## src/rtl/df_deadlock_detector_if.sv

```systemverilog
// Signal bundle between the observed dataflow design and the deadlock detector.
// The detector uses the slave modport; the stimulus side uses the master modport.
interface df_deadlock_detector_if #(
    parameter int unsigned NUM_PROC = 3,
    parameter int unsigned NUM_CHAN = 3,
    parameter int unsigned CNT_W    = 16
);
    logic                finish;
    logic [NUM_PROC-1:0] proc_active;
    logic [NUM_PROC-1:0] proc_blocked;
    logic [NUM_CHAN-1:0] chan_rd_en;
    logic [NUM_CHAN-1:0] chan_wr_en;
    logic                find_df_deadlock;
    logic [NUM_PROC-1:0] deadlock_mask;
    logic [1:0]          det_state;
    logic [CNT_W-1:0]    stall_run;
    logic [CNT_W-1:0]    total_stall;

    modport master (
        output finish, proc_active, proc_blocked, chan_rd_en, chan_wr_en,
        input  find_df_deadlock, deadlock_mask, det_state, stall_run, total_stall
    );

    modport slave (
        input  finish, proc_active, proc_blocked, chan_rd_en, chan_wr_en,
        output find_df_deadlock, deadlock_mask, det_state, stall_run, total_stall
    );
endinterface

```

## src/rtl/df_deadlock_detector.sv

```systemverilog
// Dataflow deadlock detector: flags when every active process stays blocked with no FIFO
// traffic for TIMEOUT consecutive cycles. The flag is sticky until reset.
module df_deadlock_detector #(
    parameter int unsigned NUM_PROC = 3,
    parameter int unsigned NUM_CHAN = 3,
    parameter int unsigned TIMEOUT  = 64,
    parameter int unsigned CNT_W    = 16
) (
    input logic                   clock,
    input logic                   reset,
    df_deadlock_detector_if.slave dif
);

    typedef enum logic [1:0] {
        StIdle     = 2'd0,
        StWatch    = 2'd1,
        StDeadlock = 2'd2,
        StDone     = 2'd3
    } det_state_e;

    localparam logic [CNT_W-1:0] RunLast = CNT_W'(TIMEOUT - 1);

    det_state_e          state_q, state_d;
    logic                flag_q, flag_d;
    logic [NUM_PROC-1:0] mask_q, mask_d;
    logic [CNT_W-1:0]    run_q, run_d;
    logic [CNT_W-1:0]    total_q, total_d;
    logic                stuck;

    // Inactive processes never veto; any strobe on any channel does.
    assign stuck = (|dif.proc_active)
                && ((dif.proc_active & ~dif.proc_blocked) == '0)
                && !(|dif.chan_rd_en)
                && !(|dif.chan_wr_en);

    always_comb begin
        state_d = state_q;
        flag_d  = flag_q;
        mask_d  = mask_q;
        run_d   = run_q;
        total_d = total_q;
        case (state_q)
            StIdle: begin
                if (dif.finish) begin
                    state_d = StDone;
                end else if (|dif.proc_active) begin
                    state_d = StWatch;
                end
            end
            StWatch: begin
                // finish wins over a same-cycle confirmation; counters freeze with it
                if (dif.finish) begin
                    state_d = StDone;
                end else if (stuck) begin
                    if (total_q != '1) begin
                        total_d = total_q + 1'b1;
                    end
                    if (run_q >= RunLast) begin
                        state_d = StDeadlock;
                        flag_d  = 1'b1;
                        mask_d  = dif.proc_blocked & dif.proc_active;
                    end else begin
                        run_d = run_q + 1'b1;
                    end
                end else begin
                    run_d = '0;
                end
            end
            default: ;
        endcase
    end

    always_ff @(posedge clock or negedge reset) begin
        if (!reset) begin
            state_q <= StIdle;
            flag_q  <= 1'b0;
            mask_q  <= '0;
            run_q   <= '0;
            total_q <= '0;
        end else begin
            state_q <= state_d;
            flag_q  <= flag_d;
            mask_q  <= mask_d;
            run_q   <= run_d;
            total_q <= total_d;
        end
    end

    assign dif.find_df_deadlock = flag_q;
    assign dif.deadlock_mask    = mask_q;
    assign dif.det_state        = state_q;
    assign dif.stall_run        = run_q;
    assign dif.total_stall      = total_q;

endmodule

```

## src/flat_wrapper.sv

```systemverilog
// flat-port wrapper written by rule: the top's interface ports become plain ports
module df_deadlock_detector_flat 
#(
    parameter int unsigned NUM_PROC = 3,
    parameter int unsigned NUM_CHAN = 3,
    parameter int unsigned TIMEOUT  = 64,
    parameter int unsigned CNT_W    = 16
)
  (clock, reset, dif_finish, dif_proc_active, dif_proc_blocked, dif_chan_rd_en, dif_chan_wr_en, dif_find_df_deadlock, dif_deadlock_mask, dif_det_state, dif_stall_run, dif_total_stall);
  df_deadlock_detector_if #(.NUM_PROC(NUM_PROC), .NUM_CHAN(NUM_CHAN), .CNT_W(CNT_W)) dif_i ();
  input logic clock;
  input logic reset;
  input wire logic [$bits(dif_i.finish)-1:0] dif_finish;
  input wire logic [$bits(dif_i.proc_active)-1:0] dif_proc_active;
  input wire logic [$bits(dif_i.proc_blocked)-1:0] dif_proc_blocked;
  input wire logic [$bits(dif_i.chan_rd_en)-1:0] dif_chan_rd_en;
  input wire logic [$bits(dif_i.chan_wr_en)-1:0] dif_chan_wr_en;
  output wire logic [$bits(dif_i.find_df_deadlock)-1:0] dif_find_df_deadlock;
  output wire logic [$bits(dif_i.deadlock_mask)-1:0] dif_deadlock_mask;
  output wire logic [$bits(dif_i.det_state)-1:0] dif_det_state;
  output wire logic [$bits(dif_i.stall_run)-1:0] dif_stall_run;
  output wire logic [$bits(dif_i.total_stall)-1:0] dif_total_stall;
  assign dif_i.finish = dif_finish;
  assign dif_i.proc_active = dif_proc_active;
  assign dif_i.proc_blocked = dif_proc_blocked;
  assign dif_i.chan_rd_en = dif_chan_rd_en;
  assign dif_i.chan_wr_en = dif_chan_wr_en;
  assign dif_find_df_deadlock = dif_i.find_df_deadlock;
  assign dif_deadlock_mask = dif_i.deadlock_mask;
  assign dif_det_state = dif_i.det_state;
  assign dif_stall_run = dif_i.stall_run;
  assign dif_total_stall = dif_i.total_stall;
  df_deadlock_detector #(.NUM_PROC(NUM_PROC), .NUM_CHAN(NUM_CHAN), .TIMEOUT(TIMEOUT), .CNT_W(CNT_W)) u_core (.clock(clock), .reset(reset), .dif(dif_i));
endmodule
```

## config.mk

```make
export PLATFORM = sky130hd
export DESIGN_NAME = df_deadlock_detector_flat
export DESIGN_NICKNAME = d
export VERILOG_FILES = /design/src/rtl/df_deadlock_detector_if.sv /design/src/rtl/df_deadlock_detector.sv /design/src/flat_wrapper.sv
export SDC_FILE = /design/constraint.sdc
export NUM_CORES = 1
export LEC_CHECK = 0
export ABC_AREA = 1
export CORE_MARGIN = 1
export CORE_UTILIZATION = 50
export DETAILED_ROUTE_END_ITERATION = 6
export PLACE_DENSITY = 0.92
export SLEW_MARGIN = 20
export SYNTH_ARGS = -nofsm -noshare
export SYNTH_HDL_FRONTEND = slang
export SYNTH_SLANG_ARGS = --single-unit
```

## constraint.sdc

```tcl
create_clock -name clock -period 3.5 [get_ports clock]
set_input_delay 0.525 -clock clock [delete_from_list [all_inputs] [get_ports clock]]
set_output_delay 0.525 -clock clock [all_outputs]
set_load 0.01 [all_outputs]
```

-- After elaboration in Yosys (flattened, before gate mapping)
Index checks and enable logic that the tools add are counted.
- flip-flop bits (word level): 38
- bits of input ports: 15
- output and inout bits: 38
- word-level logic and storage cells: 41
- add/sub/neg operators: 2
- $lt $le $gt $ge: 1
- eq/ne operators: 6
- mux-type cells: 8
- bitwise logic cells: 4
- reductions and logical operators: 15
- operators by type and width (kind ; number):
    adder 16 x 1 -> 16 bit (second input constant) ; 2
    2-to-1 mux 16 bit ; 2
    greater-or-equal comparator 16 x 6 -> 1 bit (second input constant) ; 1
    inequality test 16 bit (second input constant) ; 1
    AND reduction 4 bit ; 3
    2-to-1 mux 2 bit ; 5
    inequality test 3 x 2 -> 1 bit (second input constant) ; 3
    OR reduction 3 bit ; 3
    bitwise AND 3 bit ; 2
    one-hot mux 2 bit (2 select lines) ; 1
    logical AND 1 bit ; 3
    zero test 3 bit ; 1
    NOT 3 bit ; 1
    AND reduction 3 bit ; 1
    equality test 2 x 1 -> 1 bit (second input constant) ; 1
    zero test 1 bit ; 2
    zero test 2 bit ; 1
    inequality test 2 bit (second input constant) ; 1
    nonzero test 2 bit ; 1
    NOT 1 bit ; 1

-- Logic depth before layout (Yosys ltp)
Gate-level depths: netlist of the first run.
- depth in word-level cells: 9
- mapped depth: 11
- depth with buffers taken out: 10

-- Least setup slack after synthesis of the first run
OpenSTA, ideal clock, no wires.
- path kind: register -> register
- start: register u_core.total_q[0] (netlist: u_core.dif.total_stall[0])
- end: register u_core.total_q[10] (netlist: u_core.dif.total_stall[10])
- setup time: 65 ps
- data arrival time: 1484 ps
- data required time: 3435 ps
- slack: 1951 ps
- cell stages (with the launch flop): 12
- path buffers: 1
- path through: dfrtp_1 ha_1 nand2_2 nor2_4 nand2_4 clkinv_1 nand2_2 nand2_2 nor2_4 buf_6 nand2_1 nand2_1
- cells in the longest elaborated chain, start to end: 2
- elaborated cells between the ends (all ways): 3
- those cells by class: 1 x add/sub; 1 x eq/ne; 1 x reduce/logical
- RTL lines (what ; line ; text):
    start, declared ; df_deadlock_detector.sv:27 ; logic [CNT_W-1:0] total_q, total_d;
    start signal, assigned ; df_deadlock_detector.sv:85 ; total_q <= total_d;
    parallel branches: the longest is 2 deep, another holds adder 16 x 1 -> 16 bit ; n/a ;
Parallel ways; which one is timed is not known.
A chain may end at the register's enable or synchronous reset.

-- Worst setup path in the final report of the first run
- start: register u_core.total_q[4] (netlist: u_core.dif.total_stall[4])
- end: output dif_total_stall[4]
- RTL lines (what ; line ; text):
    end, declared ; flat_wrapper.sv:22 ; output wire logic [$bits(dif_i.total_stall)-1:0] dif_total_stall;
No word-level cell between the ends.

==> results of run 1 <==
[flip-flops by register name, summed over array words and instances (netlist names)]
register                     cells
u_core.dif.find_df_deadlock      1
u_core.dif.total_stall          16
u_core.dif.deadlock_mask         3
u_core.dif.det_state             2
u_core.dif.stall_run            16
[cell usage after synthesis]
library cell  number  area [um^2]
and2_1             1         6.26
or2_2              1         6.26
nand2_4            1         11.3
nor3_4             1         16.3
clkinv_1           1         3.75
buf_6              3         33.8
inv_1             31          116
o21ai_0            1         5.00
nand3_2            1         10.0
xnor2_1            7         61.3
nor2_1            39          146
nor2_2             1         6.26
nand3_4            1         17.5
nand3_1           10         50.1
nand2_2            8         50.1
ha_1               2         25.0
inv_2              3         11.3
nand4_1            3         18.8
xor2_1             8         70.1
nand2_1          121          454
dfrtp_1           38          951
nand3b_1           4         30.0
nor2_4             6         67.6
[worst reg2reg max path: stages, from the launching register on]
cell	delay (ns)
dfrtp_1	0.45
ha_1	0.26
nand2_2	0.10
nor2_4	0.05
nand2_4	0.07
clkinv_1	0.08
nand2_2	0.12
nand2_2	0.08
nor2_4	0.31
nand2_1	0.11
nand2_1	0.09
[worst max-delay path by stage]
stage | startpoint | end | slack (ns) | cells past startpoint
after floorplan | u_core.dif.total_stall[0]$_DFFE_PN0P_ | u_core.dif.total_stall[10]$_DFFE_PN0P_ | 1.95 | 11
after global placement | dif_chan_rd_en[2] | u_core.dif.stall_run[5]$_DFFE_PN0P_ | 1.48 | 9
after detailed placement | dif_proc_active[1] | u_core.dif.total_stall[0]$_DFFE_PN0P_ | 1.39 | 9
after CTS | u_core.dif.total_stall[4]$_DFFE_PN0P_ | dif_total_stall[4] | 1.63 | 1
after global routing | dif_proc_blocked[1] | u_core.dif.total_stall[11]$_DFFE_PN0P_ | 1.57 | 11
final | u_core.dif.total_stall[4]$_DFFE_PN0P_ | dif_total_stall[4] | 1.64 | 1
[layer usage]
metal / share of wire (%) / GRT usage (%) / routed length [um] / vias to the layer above
li1: - / - / - / 993
met1: 42 / 26.9 / 1950 / 900
met2: 51 / 42.0 / 2340 / 56
met3: 4.8 / 5.83 / 220 / 10
met4: 2.2 / 9.11 / 102 / 0
met5: 0 / 0 / 0 / -
[power by group]
group	total [uW]	internal [uW]	leakage, uW	switching, uW
Clock	362	213	0.0000524	149
Combinational	60.3	30.8	0.000850	29.4
Sequential	450	445	0.000492	4.39
[logic make-up after synthesis]
family,Yosys count
and+or+nand+nor,198
buffers and inverters,38
DFF,38
xor gates and xnor gates,15
adders and majority gates,2
AOI/OAI and AO/OA,1
[through the flow]
stage / area (um^2) / worst slack [ns] / total power [uW]
CTS: 2820 / 1.63 / 880
global placement: 2710 / 1.48 / 517
finish: 2820 / 1.64 / 872
global route: 2820 / 1.57 / 905
detailed placement: 2710 / 1.39 / 519
floorplan: 2170 / 1.95 / 477
[layout make-up]
| type | instances | area (um^2) | area share (%) |
|---|---|---|---|
| Inverter | 35 | 131 | 4.66 |
| Multi-Input combinational cell | 216 | 1050 | 37.3 |
| Clock buffer | 7 | 76.3 | 2.71 |
| Tap cell | 50 | 62.6 | 2.22 |
| Clock inverter | 1 | 30.0 | 1.07 |
| Sequential cell | 38 | 951 | 33.7 |
| Timing Repair Buffer | 52 | 515 | 18.3 |
==> flow_summary_export.csv, run 1 <==
group,metric,value,unit
timing,worst_pin_slew,0.831,ns
drt,vias_per_cell,4.91,
outcome,outcome,"finished, final reports clean",
worst_setup_path,cp_data_required_time,2.97,ns
yosys,synth_compound_area_share,0.231,%
yosys,synth_simple_gate_area_share,41.1,%
yosys,synth.net_count,309,
worst_setup_path,worst_path_largest_cell_delay,0.57,ns
yosys,ys_ff_latch,38,
timing,slew_violations,0,
yosys,synthMuxAreaShare,0,%
min_path,hold_path_class,"input port to asynchronous set/reset pin",
worst_setup_path,path_class,"register to primary output",
finish,final_nets,365,
timing,max_freq,0.538,GHz
timing,post-route-period-util,53.1,%
drt,drcViolationCount,0,
worst_setup_path,critPathTopFamily,"buffers and inverters",
yosys,synth_fa_ha_area_share,1.15,%
floorplan,die_x,67.9,um
global_routing,grt-ovfl-total,0,
finish,syn_to_final_growth,30.0,%
pwr,peakVddDrop,0.000240,V
yosys,synth_seq_area_share,43.9,%
clocking,clk_latency,0.29,ns
worst_setup_path,arrival,1.33,ns
worst_setup_path,r2r-end,"u_core.dif.total_stall[0]$_DFFE_PN0P_",
drt,drt_first_pass_iters,4,
finish,antenna_cells,0,
clocking,cts_resized,0,
yosys,synth_top_family_by_area,"simple AND/OR/NAND/NOR gates",
worst_setup_path,cp.buffers_inverters,1,
pwr,power.density,309,nW/um^2
global_routing,grt_use_total,23.5,%
worst_setup_path,cp_max_fo,6,
yosys,synthesis.area,2170,um^2
timing,rsz0062_at_grt,"no",
clocking,cts_setup_buffers,0,
floorplan,die_y,67.9,um
finish,layout_common_cells,"nand2_1, clkdlybuf4s50_1, nor2_1",
pwr,p_leak,0.00139,uW
drt,wirelength,4610,um
clocking,clkSinkCount,38,
yosys,syn_inst,292,
worst_setup_path,crit_slowest_cell,"clkdlybuf4s50_1",
place,gp_congestion,0.867,
clocking,cts_root_buf,"clkbuf_8",
drt,drt_iter0_drc,75,
timing,post-route-min-period,1.86,ns
clocking,ctsHoldBuffers,0,
clocking,clk_pin_slew_worst_paths,0.07,ns
clocking,h-tree-depth,2,
worst_setup_path,crit_path_end_kind,"primary output",
floorplan,num_rows,23,
timing,holdWs,0.328,ns
global_routing,grt_pass1_wl,8020,um
place,portBuffers,52,
place,place_hpwl,3500,um
drt,ant_nets,0,
worst_setup_path,start_kind,"register",
yosys,ys_types,23,
global_routing,antenna_found_initial,0,
timing,finalSetupTns,0,ns
place,place_inst,391,
worst_setup_path,crit_path_cell_trace,"clkdlybuf4s50_1",
timing,setup_viol,0,
clocking,cts_tree,"yes",
finish,drive_above_1_share,8.60,%
timing,max-slew-margin-rel,44.6,%
floorplan,core,4090,um^2
clocking,cts.path.max_buffers,2,
timing,hold_viol,0,
finish,fill_cells,337,
yosys,syn_avg_cell_area,7.43,um^2
floorplan,ioPinCount,53,
worst_setup_path,rr_worst_depth,10,
finish,final_common_cell,"nand2_1",
clocking,cts_buffers,5,
timing,skew,0.00587,ns
drt,wl_per_cell,11.5,um
yosys,synth_xor_area_share,6.06,%
finish,layout.cells.non_filler,399,
worst_setup_path,reg2reg_from,"u_core.dif.total_stall[0]$_DFFE_PN0P_",
floorplan,start_util,53.1,%
worst_setup_path,r2r_slack,1.73,ns
global_routing,first_global_vias,1893,
job,cap_viol_max_count,0,
drt,dr_total_vias,1959,
yosys,synth_warnings,0,
floorplan,die-area,4600,um^2
global_routing,grt_max_degree,39,
finish,final_core_util,69.0,%
No activity file was read; power rests on OpenSTA's default activity.
==> inputs of run 2 (changes only) <==
CORE_UTILIZATION = 49   (was 50)
PLACE_DENSITY = 0.9   (was 0.92)
clock period = 1.9 ns   (was 3.5 ns; I/O delays follow)
==> flow_summary_export.csv, run 2 (synthesized netlist as in run 1, its figures left out) <==
group,metric,value,unit
timing,slew_violations,0,
pwr,peakVddDrop,0.000374,V
worst_setup_path,crit_path_end_kind,"register",
timing,finalSetupTns,0,ns
drt,drt_iter0_drc,144,
place,gp_congestion,0.841,
drt,ant_nets,0,
job,cap_viol_max_count,0,
timing,setup_viol,0,
worst_setup_path,path_class,"register to register",
global_routing,grt_use_total,22.5,%
worst_setup_path,crit_slowest_cell,"dfrtp_1",
floorplan,core,4120,um^2
pwr,comb_power_share,7.5,%
pwr,switching_share,24.1,%
pwr,p_leak,0.00140,uW
global_routing,grt-ovfl-total,0,
floorplan,die_x,68.5,um
clocking,cts_setup_buffers,0,
clocking,clkSinkCount,38,
clocking,cts_root_buf,"clkbuf_8",
worst_setup_path,worst_path_largest_cell_delay,0.43,ns
finish,layout_common_cells,"nand2_1, clkdlybuf4s50_1, nor2_1",
clocking,cts_resized,0,
finish,final_common_cell,"nand2_1",
drt,dr_total_vias,1918,
drt,drcViolationCount,0,
floorplan,start_util,52.7,%
worst_setup_path,start_kind,"register",
finish,antenna_cells,0,
finish,final_nets,367,
global_routing,grt_pass1_wl,7730,um
floorplan,ioPinCount,53,
place,placed_cell_area,2740,um^2
pwr,power_switching,360,uW
worst_setup_path,cp_max_fo,7,
clocking,cts_buffers,5,
pwr,seqPwrFrac,55.4,%
timing,skew,0.00151,ns
finish,drive_above_1_share,9.69,%
global_routing,first_global_vias,1879,
global_routing,antenna_found_initial,0,
timing,post-route-min-period,1.65,ns
place,place_hpwl,3460,um
clocking,cts.path.max_buffers,2,
worst_setup_path,crit_path_frequent_cell,"nand2_1",
drt,wl_per_cell,11.2,um
min_path,hold_path_class,"input port to asynchronous set/reset pin",
floorplan,die-area,4690,um^2
worst_setup_path,cp_data_required_time,2.09,ns
finish,syn_to_final_growth,30.5,%
clocking,cts_tree,"yes",
pwr,power_frac_clock,37.2,%
timing,post-route-period-util,87.0,%
global_routing,grt_max_degree,39,
finish,final_area,2830,um^2
drt,wirelength,4500,um
pwr,p_int,1140,uW
timing,rsz0062_at_grt,"no",
worst_setup_path,critPathTopFamily,"simple AND/OR/NAND/NOR gates",
clocking,clk_pin_slew_worst_paths,0.08,ns
outcome,outcome,"finished, final reports clean",
worst_setup_path,crit_path_cell_trace,"ha_1 -> nand2_1 -> inv_1 -> nand2_1 -> nand3_1 -> nand2_1 -> nand2_1 -> nand2_1 -> nand2_1",
timing,hold_viol,0,
timing,worst_pin_slew,0.470,ns
timing,max_freq,0.605,GHz
worst_setup_path,cp.buffers_inverters,1,
floorplan,num_rows,23,
worst_setup_path,arrival,1.84,ns
floorplan,die_y,68.5,um
place,portBuffers,52,
clocking,ctsHoldBuffers,0,
drt,drt_first_pass_iters,4,
clocking,h-tree-depth,2,
clocking,clk_latency,0.29,ns
finish,fill_cells,359,
pwr,power.density,528,nW/um^2
drt,vias_per_cell,4.78,
timing,max-slew-margin-rel,68.7,%
run 2: power by group through the flow:
stage          Sequential, uW  Clock, uW  Combinational, uW
2_1_floorplan             848          0               29.9
3_3_place_gp              844          0                110
3_5_place_dp              844          0                114
4_1_cts                   828        572                114
5_1_grt                   829        607                125
6_report                  828        556                111
run 2: worst paths after layout:
path                                                         start                                       to  slack [ns]  cells after the start
max                            u_core.dif.stall_run[0]$_DFFE_PN0P_      u_core.dif.stall_run[5]$_DFFE_PN0P_        0.25                      9
min                                                          reset    u_core.dif.total_stall[2]$_DFFE_PN0P_        0.03                      2
max reg2reg                    u_core.dif.stall_run[0]$_DFFE_PN0P_      u_core.dif.stall_run[5]$_DFFE_PN0P_        0.25                      9
min reg2reg                u_core.dif.find_df_deadlock$_DFFE_PN0P_  u_core.dif.find_df_deadlock$_DFFE_PN0P_        0.48                      2
max in group asynchronous                                    reset      u_core.dif.stall_run[7]$_DFFE_PN0P_        1.54                      2
min in group clock         u_core.dif.find_df_deadlock$_DFFE_PN0P_  u_core.dif.find_df_deadlock$_DFFE_PN0P_        0.48                      2
run 2: stage by stage:
step | cells | hold WS [ns] | setup WS (ns) | total power (uW) | utilization (%)
after global routing | 401 | 0.0685 | 0.0590 | 1560 | 68.8
after floorplan | 292 | -0.0106 | 0.351 | 878 | -
after CTS | 401 | 0.0439 | 0.246 | 1510 | 68.8
after global placement | 393 | 0.353 | 0.154 | 954 | 66.6
final | 401 | 0.0305 | 0.246 | 1500 | 68.8
after detailed placement | 393 | 0.367 | 0.0878 | 958 | 66.6
run 2: layout make-up:
class	instances	area, um^2	area share, %
sequential	38	951	33.6
clock buffer	5	68.8	2.43
multi-input combinational	216	1050	37.2
timing repair buffer	54	543	19.2
inverter	35	131	4.64
clock inverter	3	21.3	0.752
tap	50	62.6	2.21
run 2: metal layers:
| layer | routed length [um] | vias up | global-route usage, % |
|---|---|---|---|
| li1 | - | 987 | - |
| met1 | 1870 | 879 | 24.8 |
| met2 | 2380 | 44 | 41.3 |
| met3 | 181 | 8 | 5.10 |
| met4 | 75 | 0 | 8.85 |
| met5 | 0 | - | 0 |
